`src/rtl/handshake_sync_rx.sv`:
```
// Receiver for a 4-phase req/ack bundled-data link: synchronizes req, captures data,
// offers it on valid/ready, then returns ack. Optional HS_TIMEOUT_EN adds a req-stuck timeout.

module handshake_sync_rx_sync #(
    parameter int WIDTH = 1
) (
    input  logic             clk,
    input  logic             rstb,
    input  logic             ena,
    input  logic [WIDTH-1:0] d,
    output logic [WIDTH-1:0] q
);
    logic [WIDTH-1:0] meta;

    always_ff @(posedge clk or negedge rstb) begin
        if (!rstb) begin
            meta <= '0;
            q    <= '0;
        end else if (ena) begin
            meta <= d;
            q    <= meta;
        end
    end
endmodule

module handshake_sync_rx #(
    parameter int WIDTH          = 8,
    parameter int CNT_WIDTH      = 8,
    parameter int TIMEOUT_CYCLES = 255
) (
    input  logic                 clk,
    input  logic                 rstb,
    input  logic                 ena,
    input  logic                 req_async,
    input  logic [WIDTH-1:0]     data_async,
    output logic                 ack,
    output logic [WIDTH-1:0]     data_out,
    output logic                 data_valid,
    input  logic                 data_ready,
    output logic [CNT_WIDTH-1:0] xfer_count,
    output logic                 err_timeout
);
`ifdef HS_TIMEOUT_EN
    typedef enum logic [1:0] {IDLE, OFFER, WAIT_REQ_LOW, DRAIN} state_t;
    localparam logic [15:0] TIMEOUT_LIM = TIMEOUT_CYCLES[15:0];
    logic [15:0] timer;
`else
    typedef enum logic [1:0] {IDLE, OFFER, WAIT_REQ_LOW} state_t;
`endif

    state_t state;
    logic   req_s;

    handshake_sync_rx_sync #(.WIDTH(1)) u_req_sync (
        .clk  (clk),
        .rstb (rstb),
        .ena  (ena),
        .d    (req_async),
        .q    (req_s)
    );

    always_ff @(posedge clk or negedge rstb) begin
        if (!rstb) begin
            state      <= IDLE;
            ack        <= 1'b0;
            data_out   <= '0;
            data_valid <= 1'b0;
            xfer_count <= '0;
`ifdef HS_TIMEOUT_EN
            timer       <= '0;
            err_timeout <= 1'b0;
`endif
        end else if (ena) begin
            case (state)
                IDLE: begin
                    // data_async is stable by the time req has crossed both stages
                    if (req_s) begin
                        data_out   <= data_async;
                        data_valid <= 1'b1;
                        state      <= OFFER;
                    end
                end
                OFFER: begin
                    if (data_ready) begin
                        data_valid <= 1'b0;
                        ack        <= 1'b1;
                        xfer_count <= xfer_count + 1'b1;
                        state      <= WAIT_REQ_LOW;
`ifdef HS_TIMEOUT_EN
                        timer      <= '0;
`endif
                    end
                end
                WAIT_REQ_LOW: begin
                    if (!req_s) begin
                        ack   <= 1'b0;
                        state <= IDLE;
`ifdef HS_TIMEOUT_EN
                    end else if (timer + 16'd1 == TIMEOUT_LIM) begin
                        ack         <= 1'b0;
                        err_timeout <= 1'b1;
                        state       <= DRAIN;
                    end else begin
                        timer <= timer + 16'd1;
`endif
                    end
                end
`ifdef HS_TIMEOUT_EN
                DRAIN: begin
                    // wait for the source to let go before accepting a new request
                    if (!req_s) state <= IDLE;
                end
`endif
                default: state <= IDLE;
            endcase
        end
    end

`ifndef HS_TIMEOUT_EN
    assign err_timeout = 1'b0;
`endif
endmodule

```
`config.mk`:
```
export PLATFORM = sky130hd
export DESIGN_NAME = handshake_sync_rx
export DESIGN_NICKNAME = d
export VERILOG_FILES = /design/src/rtl/handshake_sync_rx.sv
export SDC_FILE = /design/constraint.sdc
export NUM_CORES = 1
export LEC_CHECK = 0
export BUFFER_PORTS_ARGS = -buffer_cell sky130_fd_sc_hd__buf_2
export CELL_PAD_IN_SITES_DETAIL_PLACEMENT = 0
export CELL_PAD_IN_SITES_GLOBAL_PLACEMENT = 1
export CORE_MARGIN = 2
export CORE_UTILIZATION = 34
export CTS_CLUSTER_DIAMETER = 40
export DETAILED_ROUTE_END_ITERATION = 8
export PLACE_DENSITY_LB_ADDON = 0.05
export SLEW_MARGIN = 25
export SYNTH_ARGS = -nofsm -noshare
export SYNTH_HDL_FRONTEND = slang
export SYNTH_HIERARCHICAL = 1
export SYNTH_SLANG_ARGS = --single-unit
```
`constraint.sdc`:
```
create_clock -name clk -period 2.1 [get_ports clk]
set_clock_uncertainty 0.1 [all_clocks]
set_input_delay 0.21 -clock clk [delete_from_list [all_inputs] [get_ports clk]]
set_output_delay 0.21 -clock clk [all_outputs]
set_load 0.02 [all_outputs]
```
==> flow_summary_export.csv <==
group,metric,value,unit
run_status,outcome,"complete, no violations",
synthesis,syn_inst,71,
detailed_routing,initialDrtViolationCount,14,
finish,drive_gt1_share,43.8,%
floorplanning,fp.dieW,56.2,microns
detailed_routing,vias,641,
setup_path,cpLargestDelayFamily,"simple AND/OR/NAND/NOR gates",
job,max-cap-violations,0,
pwr,clockPowerShare,20.4,%
detailed_routing,postRouteAntennaNets,0,
finish,finish.utilization,46.3,%
detailed_routing,wire_per_inst,12.3,microns
timing,finalHoldViolCount,0,
pwr,p_int,1.01,mW
pwr,p_switching,0.564,mW
synthesis,syn_area,926,sq um
pwr,ir_worst_vdd,0.633,mV
setup_path,timing.critical_path.required,2200,ps
clock_tree,root_buffer,"clkbuf_4",
setup_path,crit_chain,"and2b_1 -> nor3b_4 -> mux2_2",
synthesis,ys_ff_latch,22,
synthesis,syn_nets,85,
setup_path,path_buf_inv,0,
setup_path,end_kind,"flip-flop",
global_routing,grt_pass1_vias,623,
setup_path,cp_max_fo,9,
setup_path,critPathArrivalTime,1840,ps
finish,layout_commonest_cell,"buf_2",
floorplanning,initial_core_util,36.7,%
finish,mostFrequentLayoutCells,"30 x buf_2, 22 x dfrtp_1, 10 x mux2_2",
min_path,holdCritPathClass,"input port to flip-flop",
placement,gp_congestion,0.675,
clock_tree,htree_levels,1,
floorplanning,io_pins,32,
setup_path,cp-start-kind,"flip-flop",
detailed_routing,finalWirelength,1660,microns
clock_tree,post_cts_resized,0,
pwr,pwr-share-seq,44.2,%
finish,final_cells,135,
pwr,switching_share,35.8,%
clock_tree,cts_num_sinks,22,
setup_path,cp_slowest_cell,"dfrtp_1",
synthesis,ys_warn_count,6,
timing,setup-tns-final,0,ps
placement,io_buffers,30,
detailed_routing,firstDrtPassIters,3,
setup_path,critical_path_class,"flip-flop to flip-flop",
timing,timing.final.crit_share,83.3,%
finish,fillers,257,
floorplanning,num_rows,18,
global_routing,grt_start_max_net_pins,23,
global_routing,grt_pass1_wl,2790,microns
clock_tree,clockBufferDepth,2,
pwr,power.density,1350,nW/um^2
global_routing,overflow,0,
finish,syn_to_final_growth,26.2,%
synthesis,syn_avg_cell_area,13.0,sq um
clock_tree,clk_pin_slew_worst_paths,130,ps
pwr,pwr-share-comb,35.4,%
synthesis,ys_seq_area_share,59.5,%
timing,setup_viol,0,
timing,period_minus_slack,1750,ps
timing,report.final.slew_viol_count,0,
timing,rsz0062_at_grt,"false",
detailed_routing,vias_per_cell,4.75,
timing,finalWorstSetupSlack,351,ps
setup_path,slowest_delay,440,ps
floorplanning,dieHeight,56.2,microns
clock_tree,cts_buffers,3,
floorplanning,core,2520,sq um
global_routing,antenna_found_initial,0,
synthesis,synth.distinct_cells,23,
placement,placed_cell_area,1110,sq um
clock_tree,clk_latency,300,ps
global_routing,grtUsageTotal,11.5,%
timing,fmax,572,MHz
finish,stdcell_area,1170,sq um
detailed_routing,post-route-drc-count,0,
finish,antenna_cells,0,
placement,place_inst,130,
floorplanning,dieArea,3160,sq um
placement,dp_hpwl,1220,microns
placement,preCtsSetupSlack,365,ps
pwr,power_leakage,0.603,nW
clock_tree,cts_tree,"built",
finish,nets,120,
[synth_stat cells]
master     number  area share [%]
buf_4           1            0.81
nand3_1         2             1.1
xor2_1          4             3.8
nor3b_4         1             2.0
dfrtp_1        22              59
nand4b_2        1             1.6
nand3b_1        1            0.81
and4b_1         1             1.1
and2b_1         1            0.81
a21oi_1         3             1.6
inv_1           1            0.41
mux2_2         10              12
nor2_1          2            0.81
a21o_1          2             1.6
nor3_1          2             1.1
xnor2_1         3             2.8
nand4_1         1            0.68
nand2_1         7             2.8
nor4_1          1            0.68
ha_1            1             1.4
conb_1          1            0.41
o2bb2ai_1       1            0.95
o21ai_0         2             1.1
[power groups by stage]
stage                     clock, mW  combinational (mW)  sequential (mW)
after global placement            0               0.560            0.704
after global routing          0.349               0.606            0.723
final                         0.322               0.558            0.697
after CTS                     0.334               0.568            0.698
after floorplan                   0               0.221            0.853
after detailed placement          0               0.566            0.706
[through the flow]
step	power, mW	hold slack [ps]
2_1_floorplan	1.07	-186
4_1_cts	1.60	17.3
3_5_place_dp	1.27	116
3_3_place_gp	1.26	104
6_report	1.58	24.6
5_1_grt	1.68	18.7
[cell families after synthesis]
group | share of synthesized area [%]
other | 0.405
DFF | 59.5
adders and majority gates | 1.35
and+or+nand+nor | 13.5
buffers and inverters | 1.22
muxes | 12.2
AOI/OAI and AO/OA | 5.27
xor gates and xnor gates | 6.62
[path summary, 6_finish.rpt]
kind                          startpoint  cells past startpoint  slack, ps              end
setup / recovery                state[1]                      3        350      data_out[6]
hold / removal                 req_async                      2         20  u_req_sync/meta
setup reg to reg                state[1]                      3        350      data_out[6]
hold reg to reg            xfer_count[7]                      1        370    xfer_count[7]
max in group asynchronous           rstb                      2       1270      data_out[5]
min in group asynchronous           rstb                      2        280    xfer_count[0]
[final cells by class]
type	count	area, sq um	share of cell area [%]
Clock buffer	3	22.5	1.93
Clock inverter	1	30.0	2.57
Inverter	1	3.75	0.321
Multi-Input combinational cell	47	364	31.2
Sequential cell	22	551	47.1
Tap cell	30	37.5	3.21
Timing Repair Buffer	31	160	13.7
[timing repair]
action	in CTS	in global routing
hold buffers	1	0
setup buffers	0	0
endpoints found under the hold margin	22	0
[flip-flops by register name (all words and copies together) (netlist names)]
signal,count
u_req_sync/meta,1
data_out,8
u_req_sync/q,1
xfer_count,8
ack,1
data_valid,1
state,2
[metal layers]
| metal | part of all wire [%] | global-route usage [%] |
|---|---|---|
| met3 | 5.0 | 2.33 |
| met1 | 45 | 14.3 |
| met5 | 0 | 0 |
| met4 | 0.96 | 5.10 |
| met2 | 49 | 19.2 |
(Power assumes the default switching activity.)
